$ cat src/rtl/maquina_pkg.sv
// maquina_pkg: definitions shared by the wash, rinse and spin stages of the
// washing-machine controller.
//   estado_t      - 3-bit state encoding used by every stage FSM.
//   TEMPO_*_PAD   - default time constants in clock cycles, so that all stages
//                   count time in the same units.
//   max3()        - elaboration helper used to size timers.
package maquina_pkg;

    typedef enum logic [2:0] {
        ST_IDLE      = 3'd0,
        ST_ARMADO    = 3'd1,
        ST_ENCHER    = 3'd2,
        ST_AGITAR    = 3'd3,
        ST_DRENAR    = 3'd4,
        ST_ABORTA    = 3'd5,
        ST_CONCLUIDO = 3'd6,
        ST_ERRO      = 3'd7
    } estado_t;

    localparam int TEMPO_ENCHER_PAD = 8;
    localparam int TEMPO_AGITAR_PAD = 6;
    localparam int TEMPO_DRENAR_PAD = 8;
    localparam int NUM_CICLOS_PAD   = 2;

    function automatic int max3(input int a, input int b, input int c);
        int m;
        m = (a > b) ? a : b;
        return (m > c) ? m : c;
    endfunction

endpackage

$ cat src/rtl/enxague_temporizador.sv
// temporizador: clear-on-entry saturating cycle counter.
//   clock, reset  - rising-edge clock, asynchronous active-high reset.
//   limpar        - forces the count to 0 on the next edge (state entry).
//   habilitar     - count +1 per cycle while high; holds at all-ones.
//   limite        - compare value for the current state.
//   expirou       - high while the registered count equals limite.
module temporizador #(
    parameter int LARGURA = 4
) (
    input  logic               clock,
    input  logic               reset,
    input  logic               limpar,
    input  logic               habilitar,
    input  logic [LARGURA-1:0] limite,
    output logic               expirou
);

    logic [LARGURA-1:0] contagem_q, contagem_d;

    always_comb begin
        contagem_d = contagem_q;
        if (limpar) begin
            contagem_d = '0;
        end else if (habilitar && (contagem_q != '1)) begin
            // saturate instead of wrapping so a stuck state never re-arms
            // a timeout compare by accident
            contagem_d = contagem_q + {{(LARGURA-1){1'b0}}, 1'b1};
        end
    end

    always_ff @(posedge clock or posedge reset) begin
        if (reset) begin
            contagem_q <= '0;
        end else begin
            contagem_q <= contagem_d;
        end
    end

    assign expirou = (contagem_q == limite);

endmodule

$ cat src/rtl/enxague.sv
// enxague: rinse stage of the washing-machine controller.
// Arms when wash activity is seen, starts when the wash stage goes idle with
// start still high, runs NUM_CICLOS fill/agitate/drain cycles under sensor
// control with watchdog timeouts, and flags completion to the spin stage.
//   clock, reset       - rising-edge clock, asynchronous active-high reset.
//   start              - program enable shared with the wash stage.
//   lavagem_ativa      - wash stage activity flag.
//   nivel_cheio/vazio  - drum level sensors.
//   valvula_agua, motor_agitacao, bomba_dreno - actuators (mutually exclusive).
//   enxague_ativo      - high in fill, agitate and drain.
//   enxague_concluido  - rinse finished.
//   erro               - sensor timeout fault, cleared by start low or reset.
//   ciclo_atual        - current rinse cycle, 0-based.
// Every output is a flop loaded from the next-state decode, so outputs match
// the new state in its first cycle and there is no input-to-output path.
module enxague
    import maquina_pkg::*;
#(
    parameter int TEMPO_ENCHER = TEMPO_ENCHER_PAD,
    parameter int TEMPO_AGITAR = TEMPO_AGITAR_PAD,
    parameter int TEMPO_DRENAR = TEMPO_DRENAR_PAD,
    parameter int NUM_CICLOS   = NUM_CICLOS_PAD
) (
    input  logic       clock,
    input  logic       reset,
    input  logic       start,
    input  logic       lavagem_ativa,
    input  logic       nivel_cheio,
    input  logic       nivel_vazio,
    output logic       valvula_agua,
    output logic       motor_agitacao,
    output logic       bomba_dreno,
    output logic       enxague_ativo,
    output logic       enxague_concluido,
    output logic       erro,
    output logic [1:0] ciclo_atual
);

    localparam int TMAX = max3(TEMPO_ENCHER, TEMPO_AGITAR, TEMPO_DRENAR);
    localparam int TW   = $clog2(TMAX) + 1;

    localparam logic [TW-1:0] LIM_ENCHER = TW'(TEMPO_ENCHER - 1);
    localparam logic [TW-1:0] LIM_AGITAR = TW'(TEMPO_AGITAR - 1);
    localparam logic [TW-1:0] LIM_DRENAR = TW'(TEMPO_DRENAR - 1);
    localparam logic [1:0]    ULTIMO     = 2'(NUM_CICLOS - 1);

    estado_t    estado_q, estado_d;
    logic       aborto_q, aborto_d;
    logic [1:0] ciclo_q, ciclo_d;

    logic valvula_q, valvula_d;
    logic motor_q, motor_d;
    logic bomba_q, bomba_d;
    logic ativo_q, ativo_d;
    logic concluido_q, concluido_d;
    logic erro_q, erro_d;

    logic          tmr_limpar;
    logic          tmr_habilitar;
    logic [TW-1:0] tmr_limite;
    logic          tmr_expirou;
    logic          aborto_agora;

    // Timer: cleared whenever the state changes, counts in every timed state.
    assign tmr_limpar    = (estado_d != estado_q);
    assign tmr_habilitar = (estado_q == ST_ENCHER) || (estado_q == ST_AGITAR) ||
                           (estado_q == ST_DRENAR) || (estado_q == ST_ABORTA);

    always_comb begin
        tmr_limite = '0;
        case (estado_q)
            ST_ENCHER:            tmr_limite = LIM_ENCHER;
            ST_AGITAR:            tmr_limite = LIM_AGITAR;
            ST_DRENAR, ST_ABORTA: tmr_limite = LIM_DRENAR;
            default:              tmr_limite = '0;
        endcase
    end

    temporizador #(
        .LARGURA (TW)
    ) u_temporizador (
        .clock     (clock),
        .reset     (reset),
        .limpar    (tmr_limpar),
        .habilitar (tmr_habilitar),
        .limite    (tmr_limite),
        .expirou   (tmr_expirou)
    );

    // A start drop during drain is remembered rather than acted on at once:
    // the drum still has to empty before returning to IDLE.
    assign aborto_agora = aborto_q || !start;

    always_comb begin
        estado_d = estado_q;
        aborto_d = 1'b0;
        ciclo_d  = ciclo_q;
        case (estado_q)
            ST_IDLE: begin
                if (start && lavagem_ativa) estado_d = ST_ARMADO;
            end
            ST_ARMADO: begin
                if (!start) begin
                    estado_d = ST_IDLE;
                end else if (!lavagem_ativa) begin
                    estado_d = ST_ENCHER;
                    ciclo_d  = 2'd0;
                end
            end
            ST_ENCHER: begin
                // level sensor beats the watchdog when both land together
                if (!start)           estado_d = ST_ABORTA;
                else if (nivel_cheio) estado_d = ST_AGITAR;
                else if (tmr_expirou) estado_d = ST_ERRO;
            end
            ST_AGITAR: begin
                if (!start)           estado_d = ST_ABORTA;
                else if (tmr_expirou) estado_d = ST_DRENAR;
            end
            ST_DRENAR: begin
                if (nivel_vazio) begin
                    if (aborto_agora) begin
                        estado_d = ST_IDLE;
                    end else if (ciclo_q < ULTIMO) begin
                        estado_d = ST_ENCHER;
                        ciclo_d  = ciclo_q + 2'd1;
                    end else begin
                        estado_d = ST_CONCLUIDO;
                    end
                end else if (tmr_expirou) begin
                    estado_d = ST_ERRO;
                end else begin
                    aborto_d = aborto_agora;
                end
            end
            ST_ABORTA: begin
                if (nivel_vazio)      estado_d = ST_IDLE;
                else if (tmr_expirou) estado_d = ST_ERRO;
            end
            ST_CONCLUIDO, ST_ERRO: begin
                if (!start) estado_d = ST_IDLE;
            end
            default: estado_d = ST_IDLE;
        endcase
    end

    // Output decode from the next state; one-hot actuator choice by state.
    always_comb begin
        valvula_d   = (estado_d == ST_ENCHER);
        motor_d     = (estado_d == ST_AGITAR);
        bomba_d     = (estado_d == ST_DRENAR) || (estado_d == ST_ABORTA);
        ativo_d     = (estado_d == ST_ENCHER) || (estado_d == ST_AGITAR) ||
                      (estado_d == ST_DRENAR);
        concluido_d = (estado_d == ST_CONCLUIDO);
        erro_d      = (estado_d == ST_ERRO);
    end

    always_ff @(posedge clock or posedge reset) begin
        if (reset) begin
            estado_q    <= ST_IDLE;
            aborto_q    <= 1'b0;
            ciclo_q     <= 2'd0;
            valvula_q   <= 1'b0;
            motor_q     <= 1'b0;
            bomba_q     <= 1'b0;
            ativo_q     <= 1'b0;
            concluido_q <= 1'b0;
            erro_q      <= 1'b0;
        end else begin
            estado_q    <= estado_d;
            aborto_q    <= aborto_d;
            ciclo_q     <= ciclo_d;
            valvula_q   <= valvula_d;
            motor_q     <= motor_d;
            bomba_q     <= bomba_d;
            ativo_q     <= ativo_d;
            concluido_q <= concluido_d;
            erro_q      <= erro_d;
        end
    end

    assign valvula_agua      = valvula_q;
    assign motor_agitacao    = motor_q;
    assign bomba_dreno       = bomba_q;
    assign enxague_ativo     = ativo_q;
    assign enxague_concluido = concluido_q;
    assign erro              = erro_q;
    assign ciclo_atual       = ciclo_q;

endmodule
$ cat config.mk
export PLATFORM = sky130hd
export DESIGN_NAME = enxague
export DESIGN_NICKNAME = d
export VERILOG_FILES = /design/src/rtl/maquina_pkg.sv /design/src/rtl/enxague_temporizador.sv /design/src/rtl/enxague.sv
export SDC_FILE = /design/constraint.sdc
export NUM_CORES = 1
export LEC_CHECK = 0
export CAP_MARGIN = 20
export CORE_MARGIN = 2
export CORE_UTILIZATION = 23
export CTS_BUF_LIST = sky130_fd_sc_hd__clkbuf_16
export DETAILED_ROUTE_END_ITERATION = 10
export SLEW_MARGIN = 20
export SYNTH_ARGS = -nofsm -noshare
export SYNTH_HDL_FRONTEND = slang
export SYNTH_SLANG_ARGS = --single-unit
$ cat constraint.sdc
create_clock -name clock -period 3.99 [get_ports clock]
set_input_delay 0.798 -clock clock [delete_from_list [all_inputs] [get_ports clock]]
set_output_delay 0.798 -clock clock [all_outputs]
set_load 0.005 [all_outputs]
Yosys cells after proc, flatten, opt, wreduce, memory -nomap -nowiden
Cells that the tools add are included.
{"block": "word_totals", "ff_bits": 16, "inputBits": 6, "out_inout_bits": 8, "wordCells": 76}
{"block": "classes", "addsub": 2, "order_cmp": 1, "n_eq_ne": 21, "mux": 26, "n_reduce_logical": 16}
{"cell": "$mux W3", "count": 13}
{"cell": "$eq A3 B3 Y1 const B", "count": 8}
{"cell": "$pmux W3 S7", "count": 1}
{"cell": "$eq A3 B2 Y1 const B", "count": 4}
{"cell": "$mux W2", "count": 5}
{"cell": "$mux W4", "count": 2}
{"cell": "$ne A2 B2 Y1 const B", "count": 4}
{"cell": "$logic_or A1 B1 Y1", "count": 7}
{"cell": "$pmux W3 S2", "count": 1}
{"cell": "$reduce_and A6 Y1", "count": 1}
{"cell": "$add A4 B1 Y4 const B", "count": 1}
{"cell": "$eq A4 B3 Y1", "count": 1}
{"cell": "$ne A4 B4 Y1 const B", "count": 1}
{"cell": "$pmux W2 S2", "count": 1}
{"cell": "$reduce_bool A2 Y1", "count": 2}
{"cell": "$eq A3 B1 Y1 const B", "count": 1}
{"cell": "$logic_not A3 Y1", "count": 1}
{"cell": "$mux W1", "count": 3}
{"cell": "$ne A3 B3 Y1", "count": 1}
{"cell": "$reduce_or A3 Y1", "count": 1}
{"cell": "$add A2 B1 Y2 const B", "count": 1}
{"cell": "$logic_and A1 B1 Y1", "count": 2}
{"cell": "$lt A2 B1 Y1 const B", "count": 1}
{"cell": "$ne A2 B1 Y1 const B", "count": 1}
{"cell": "2 further kinds", "count": 2}

Longest topological paths before layout
Gate-level depths: netlist of the first run.
{"block": "logic_depth", "depth_word": 11, "depth_mapped": 9, "mapped_depth_nobuf": 8}

Modules after synthesis
From an unflattened synthesis of the first run, not the netlist that was laid out.
{"block": "hier_totals", "cells_unflattened": 109, "hier_area_um2": 1058.5}
{"module": "enxague", "instances": 1, "cells_each": 83, "area_per_inst_um2": 794.5, "seq_area_each_um2": 300.3}
{"module": "temporizador", "instances": 1, "cells_each": 26, "area_per_inst_um2": 264.0, "seq_area_each_um2": 100.1}

Least setup slack after synthesis of the first run
OpenSTA, ideal clock, no wires.
{"block": "synth_timing", "kind": "reg2reg", "startpoint": "register estado_q[1]", "endpoint": "register u_temporizador.contagem_q[0]", "setup_ns": 0.127, "t_arrival_ns": 2.031, "required_ns": 3.863, "setup_slack_ns": 1.832, "stages_incl_launch_ff": 8, "n_path_buf": 0, "period_less_slack_ns": 2.158, "cell_sequence": "dfrtp_1 -> ha_1 -> or3_4 -> a21oi_4 -> a41oi_1 -> a2111o_1 -> o2111ai_2 -> nor2_1"}
{"block": "synth_via", "elab_chain_cells": 10, "elab_cells_between_ends": 31, "cone_classes": "eq/ne: 9; mux: 14; reduce/logical: 8"}
{"element": "start: declaration", "line_no": "enxague.sv:47", "rtl": "estado_t estado_q, estado_d;"}
{"element": "start signal: assignment", "line_no": "enxague.sv:170", "rtl": "estado_q <= estado_d;"}
{"element": "$eq A3 B2 Y1 or $eq A3 B3 Y1 (tied branches)"}
{"element": "$reduce_or A3 Y1 (no source line)"}
{"element": "$pmux W3 S2", "line_no": "enxague.sv:71", "rtl": "case (estado_q)"}
{"element": "$eq A4 B3 Y1", "line_no": "enxague_temporizador.sv:39", "rtl": "assign expirou = (contagem_q == limite);"}
{"element": "$mux W3", "line_no": "enxague.sv:114, enxague.sv:130, enxague.sv:138"}
{"element": "$mux W3", "line_no": "enxague.sv:113", "rtl": "else if (nivel_cheio) estado_d = ST_AGITAR;"}
{"element": "$mux W3", "line_no": "enxague.sv:112", "rtl": "if (!start) estado_d = ST_ABORTA;"}
{"element": "$pmux W3 S7", "line_no": "enxague.sv:98", "rtl": "case (estado_q)"}
{"element": "$ne A3 B3 Y1", "line_no": "enxague.sv:65", "rtl": "assign tmr_limpar = (estado_d != estado_q);"}
{"element": "$mux W4 or $reduce_bool A2 Y1 (tied branches)"}
{"element": "end signal: assignment", "line_no": "enxague_temporizador.sv:35", "rtl": "contagem_q <= contagem_d;"}
{"element": "end: declaration", "line_no": "enxague_temporizador.sv:18", "rtl": "logic [LARGURA-1:0] contagem_q, contagem_d;"}
Several ways; a longest one is shown, not always the timed one.
A chain may end at the register's enable or synchronous reset.

Final worst setup path of the first run
{"block": "layout_timing", "startpoint": "register estado_q[2]", "endpoint": "register u_temporizador.contagem_q[2]"}
Same word-level chain as after synthesis.

==> results of run 1 <==
-- worst max path at each step --
stage / to / depth (start not counted)
final: u_temporizador.contagem_q[2] / 7
after global routing: u_temporizador.contagem_q[2] / 7
after CTS: u_temporizador.contagem_q[2] / 7
after detailed placement: u_temporizador.contagem_q[2] / 7
after global placement: u_temporizador.contagem_q[2] / 7
after floorplan: u_temporizador.contagem_q[0] / 7
-- power by group through the flow --
stage / Combinational (mW) / Clock [mW] / Sequential [mW]
finish: 0.571 / 0.190 / 0.282
global route: 0.631 / 0.205 / 0.293
CTS: 0.574 / 0.196 / 0.280
detailed placement: 0.571 / 0 / 0.282
global placement: 0.569 / 0 / 0.284
floorplan: 0.484 / 0 / 0.235
-- final cells by class --
type                            instances  area, um^2  share of cell area, %
Sequential cell                        16       400.4                  27.30
Tap cell                               70       87.58                  5.973
Multi-Input combinational cell        106       743.2                  50.68
Inverter                                8       30.03                  2.048
Timing Repair Buffer                   13       130.1                  8.874
Clock buffer                            3       75.07                  5.119
-- through the flow --
stage / cell area (um^2) / utilization [%] / setup WS [ps] / hold WS, ps
after CTS: 1466 / 28.71 / 1194 / 530.4
after global placement: 1391 / 27.24 / 1175 / 522.5
after global routing: 1466 / 28.71 / 1018 / 549.3
after floorplan: 1221 / - / 1832 / 510.9
final: 1466 / 28.71 / 1182 / 526.4
after detailed placement: 1391 / 27.24 / 1159 / 512.6
-- layer usage --
layer / track usage [%] / vias up / routed length [um] / part of all wire, %
met2: 16.40 / 23 / 1343 / 48
met3: 2.706 / 6 / 103 / 3.7
met5: 0 / - / 0 / 0
met1: 12.17 / 521 / 1281 / 46
li1: - / 534 / - / -
met4: 2.727 / 0 / 48 / 1.7
-- kinds of logic after synthesis --
kind of cell / after synthesis / synth area share, %
adder cells (fa/ha/maj): 3 / 3.074
AO/OA/AOI/OAI: 39 / 26.13
buffers and inverters: 16 / 6.352
XOR/XNOR: 1 / 0.7173
flip-flops: 16 / 32.79
AND/OR/NAND/NOR: 61 / 29.10
multiplexers: 2 / 1.844
-- worst reg2reg max path, delay by kind of cell, from the launching register on --
kind                     cells  cell delay (ps)
adder cells (fa/ha/maj)      1              500
AND/OR/NAND/NOR              2              500
AO/OA/AOI/OAI                4              980
flip-flops                   1              690
-- synth_stat cells (2+ instances only) --
master and number:
dfrtp_1 16, nand2_1 12, nor2_1 9, nand2b_1 8, inv_1 7, a21oi_1 6
nand3_1 6, o21ai_0 6, buf_2 5, nor3_1 5, a211o_1 4, a211oi_1 3
and3_1 3, ha_1 3, a31oi_1 2, mux2_2 2, o21bai_1 2, or3b_1 2
or4bb_1 2
==> results.md, run 1 <==
- Initial antenna violation count: 0
- CP max-delay cell: dfrtp_1
- Synthesized area per cell: 8.849 um^2
- Top_reg_cell synth: dfrtp_1
- Crit Reg-Reg Endpoint: u_temporizador.contagem_q[2]
- CTS sink cnt: 16
- Number of diodes: 0
- Clk pwr share: 18.2%
- Worst hold path cell count: 1
- Register bit total from synthesis: 16
- Final net count: 157
- Worst skew pair latency: 240 ps
- Final setup violation count: 0
- Initial DRT Pass Iterations: 4
- Grt ovf: 0
- Maxcap violations: 0
- TNS Setup: 0 ps
- Top reg by flops: u_temporizador.contagem_q
- Most frequent cells in the layout: dfrtp_1, clkdlybuf4s50_1, nand2_1
- CP Launch Type: register
- Worst rel slew slack: 56.40%
- CTS root buf: clkbuf_16
- Clock Path Buffers: 2
- Worst hold start: ciclo_atual[1]
- Row cnt: 26
- Async S/R FF share, synth: 100.0%
- Largest area contributor in the netlist: dfrtp_1
- Comb power frac: 54.8%
- Wire per inst: 12.86 um
- Total Wirelength: 2.777 mm
- Hold EP: ciclo_atual[1]
- DR vias: 1084
- Core ar.: 5107 um^2
- Critical Path AT: 2920 ps
- Worst Setup SP: estado_q[2]
- Area Overhead vs Synth: 20.08%
- Crit path required time: 4110 ps
- Clk_skew: 2.581 ps
- EDFF count, synth: 0
- Family with the most delay on the worst path: compound AO/OA/AOI/OAI gates
- Fin crit share: 70.38%
- Residual DRC count: 0
- FF-to-FF Start: estado_q[2]
- Layout cell share with drive strength beyond 1: 10.96%
- Routed vias/inst: 5.019
- Cts hold-fix bufs: 0
- Overall Power: 1.043 mW
- Sequential fraction of the synthesis area: 32.79%
- Critical Path Fanout Max: 20
- P_int: 0.5923 mW
- Die Wd: 76.87 um
- Reg2Reg Depth: 7
- NetSw: 0.4506 mW
- Post-Syn Instances: 138
- Htree depth: 1
- Gr usage total: 9.752%
- Net count after synthesis: 147
- RSZ-0062 raised after global routing: no
- Max Fclk: 0.3561 GHz
- Leakage: 0.5928 nW
- Final ANT Viol Nets: 0
- Yosys warnings: 0
- Die Y: 76.87 um
- Reg power frac: 27.0%
- R2R Setup Slk: 1180 ps
- Layout Cells excl Fill: 216
- CTS tree: yes
- Post_cts resized: 0
- First-pass GRT wire length: 4.726 mm
- Worst vdd ir: 0.2730 mV
- Worst Tran Pin Value: 653.3 ps
- Slew Limit Fails: 0
- Vias in the first global route: 1005
- Starting Density: 23.91%
- Pwr/cell area: 711.2 nW/um^2
- CP Class: register to register
- Hold Crit Class: register to register
- Placed Instances: 213
- Cts bufs inserted: 3
- Cells along the critical path: ha_1, or3_4, a21oi_4, a41oi_1, a2111o_1, o2111ai_2, nor3_1
- Critical Path Sink Type: register
- Mapped cell area: 1221 um^2
- WP buf/inv: 0
- Routability cong.: 0.8942
- Reg clk slew, reported paths: 50 ps
- # Post-CTS Setup Buffers: 0
- Endpoints failing hold: 0
- Port Buffer Count: 13
- Die area: 5908 um^2
- Drt first-iter violations: 38
- Largest net degree at the start of global routing: 21
- Top area cells in the synthesized netlist: dfrtp_1, nand2b_1, nand2_1
- Most common cell after layout, fill and taps aside: dfrtp_1
- Post-synth top area share: 32.79%
- Largest register FFs: 4
- IO Pins: 14
- Status: completed
- Yosys cell types: 54
- CP peak stage delay: 690 ps
- Dpl hpwl: 2.027 mm
- # fillers: 551
- Sw Ratio: 43.21%
- Post-layout min period: 2808 ps
Power figures use the tool's default switching activity.
==> run 2, diff against run 1 <==
Clock period 3.99 ns to 2.38 ns, I/O delays scaled along.
==> run 2 against run 1 <==
Against the previous run: register-to-register slack worse by 1000 ps; worst setup slack worse by 1000 ps; critical endpoint is now enxague_ativo; critical path type unchanged; maximum frequency grew 27%; core utilization increased by 1.6 points; largest power group unchanged; critical path depth increased by 1; global-route usage is 0.42 points higher; power up 79%.
==> results.md, run 2 (synthesis results as in run 1) <==
- Max Fclk: 0.4512 GHz (was 0.3561 GHz)
- Routed vias/inst: 4.885 (was 5.019)
- Starting Density: 23.91% (unchanged)
- Layout Cells excl Fill: 226 (was 216)
- Reg clk slew, reported paths: 50 ps (about the same)
- CP peak stage delay: 390 ps (was 690 ps)
- Initial DRT Pass Iterations: 4 (unchanged)
- Most common cell after layout, fill and taps aside: dfrtp_1 (unchanged)
- Clock Path Buffers: 2 (unchanged)
- Final Util: 30.35% (was 28.71%)
- IO Pins: 14 (unchanged)
- Layout cell share with drive strength beyond 1: 17.95% (was 10.96%)
- Number of diodes: 0 (unchanged)
- Vias in the first global route: 1043 (was 1005)
- Total Wirelength: 2.933 mm (was 2.777 mm)
- CTS root buf: clkbuf_16 (unchanged)
- CTS tree: yes (unchanged)
- Die Wd: 76.87 um (unchanged)
- Worst skew pair latency: 250 ps (was 240 ps)
- Critical Path Sink Type: register (unchanged)
- Dpl hpwl: 2.199 mm (was 2.027 mm)
- Row cnt: 26 (unchanged)
- Worst vdd ir: 0.4282 mV (was 0.2730 mV)
- Die area: 5908 um^2 (unchanged)
- Clk_skew: 4.773 ps (was 2.581 ps)
- Routability cong.: 0.9466 (was 0.8942)
- Cts bufs inserted: 3 (unchanged)
- CP max-delay cell: dfrtp_1 (unchanged)
- CP Class: register to register (unchanged)
- Cells along the critical path: ha_2, or3_4, a21oi_4, buf_4, and3_1, a211o_1, nand2b_1, o21ai_0 (was ha_1, or3_4, a21oi_4, a41oi_1, a2111o_1, o2111ai_2, nor3_1)
- Worst Setup SP: estado_q[1] (was estado_q[2])
- Area Overhead vs Synth: 26.95% (was 20.08%)
- Placed Instances: 222 (was 213)
- Most frequent cells in the layout: dfrtp_1, clkdlybuf4s50_1, nand2_1 (unchanged)
- Largest register FFs: 4 (unchanged)
- Fin crit share: 93.13% (was 70.38%)
- Drt first-iter violations: 59 (was 38)
- CTS sink cnt: 16 (unchanged)
- Worst rel slew slack: 56.68% (was 56.40%)
- Final setup violation count: 0 (unchanged)
- RSZ-0062 raised after global routing: no (unchanged)
- Worst hold start: ciclo_atual[1] (unchanged)
- Die Y: 76.87 um (unchanged)
- Port Buffer Count: 13 (unchanged)
- DR vias: 1104 (was 1084)
- Largest net degree at the start of global routing: 20 (was 21)
- FF-to-FF Start: estado_q[1] (was estado_q[2])
- Worst Tran Pin Value: 649.1 ps (was 653.3 ps)
- Pwr/cell area: 1202 nW/um^2 (was 711.2 nW/um^2)
- Leakage: 0.6380 nW (was 0.5928 nW)
- Status: completed (unchanged)
- Final ANT Viol Nets: 0 (unchanged)
- Maxcap violations: 0 (unchanged)
- Top reg by flops: u_temporizador.contagem_q (unchanged)
- Hold Crit Class: register to register (unchanged)
- Core ar.: 5107 um^2 (unchanged)
- Grt ovf: 0 (unchanged)
- Critical Path AT: 2340 ps (was 2920 ps)
- Slew Limit Fails: 0 (unchanged)
- First-pass GRT wire length: 4.830 mm (was 4.726 mm)
- Htree depth: 1 (unchanged)
- Initial antenna violation count: 0 (unchanged)
- Gr usage total: 10.18% (was 9.752%)
- # Post-CTS Setup Buffers: 0 (unchanged)
- Endpoints failing hold: 0 (unchanged)
- WP buf/inv: 1 (was 0)
- Post-layout min period: 2217 ps (was 2808 ps)
- Family with the most delay on the worst path: simple AND/OR/NAND/NOR gates (was compound AO/OA/AOI/OAI gates)
- Final net count: 166 (was 157)
- Crit path required time: 2500 ps (was 4110 ps)
- Wire per inst: 12.98 um (was 12.86 um)
- Residual DRC count: 0 (unchanged)
- CP Launch Type: register (unchanged)
- Critical Path Fanout Max: 9 (was 20)
run 2: cell types whose count changed in the layout (fill, tap and decap cells not counted):
cell,change
a211oi_1,-2
clkinv_1,+1
buf_4,+9
ha_2,+1
ha_1,-1
a211oi_2,+2
run 2: what timing repair did:
| item | 4_1_cts | 5_1_grt |
|---|---|---|
| hold buffers | 0 | 0 |
| resized for setup | 0 | 3 |
| setup endpoints to repair | 0 | 4 |
run 2: metrics by stage:
stage / setup TNS, ps / setup WS, ps / hold WS (ps) / power (mW) / area (um^2)
final: 0 / 163.5 / 528.0 / 1.864 / 1550
after detailed placement: -410.6 / -61.31 / 516.2 / 1.518 / 1459
after global placement: -213.8 / -57.61 / 511.2 / 1.524 / 1459
after CTS: 0 / 91.91 / 536.5 / 1.856 / 1538
after global routing: 0 / 56.54 / 573.7 / 2.011 / 1550
after floorplan: 0 / 221.6 / 389.7 / 1.205 / 1221
run 2: layout make-up:
type,instances,area [um^2]
Clock buffer,3,75.07
Clock inverter,1,3.754
Fill cell,537,3557
Inverter,8,30.03
Multi-Input combinational cell,106,755.7
Sequential cell,16,400.4
Tap cell,70,87.58
Timing Repair Buffer,22,197.7
run 2: metal layers:
| layer | global-route usage (%) | vias up | share of wire (%) | routed length, um |
|---|---|---|---|---|
| li1 | - | 547 | - | - |
| met1 | 12.26 | 525 | 45 | 1332 |
| met4 | 2.545 | 0 | 1.3 | 38 |
| met3 | 3.412 | 6 | 5.0 | 146 |
| met5 | 0 | - | 0 | 0 |
| met2 | 17.37 | 26 | 48 | 1415 |
run 2: path summary, 6_finish.rpt:
kind                            slack, ps        endpoint  cells after the start
worst max-delay path                  160   enxague_ativo                      8
worst min-delay path                  530  ciclo_atual[1]                      1
worst max register to register        160   enxague_ativo                      8
worst min register to register        530  ciclo_atual[1]                      1
max in group asynchronous            1340            erro                      2
min in group asynchronous             620     estado_q[0]                      2
run 2: where the power goes:
group / switching [mW] / leakage [nW] / internal (mW) / total [mW]
sequential: 0.0716 / 0.216 / 0.344 / 0.416
combinational: 0.610 / 0.383 / 0.508 / 1.12
clock: 0.107 / 0.0385 / 0.223 / 0.330
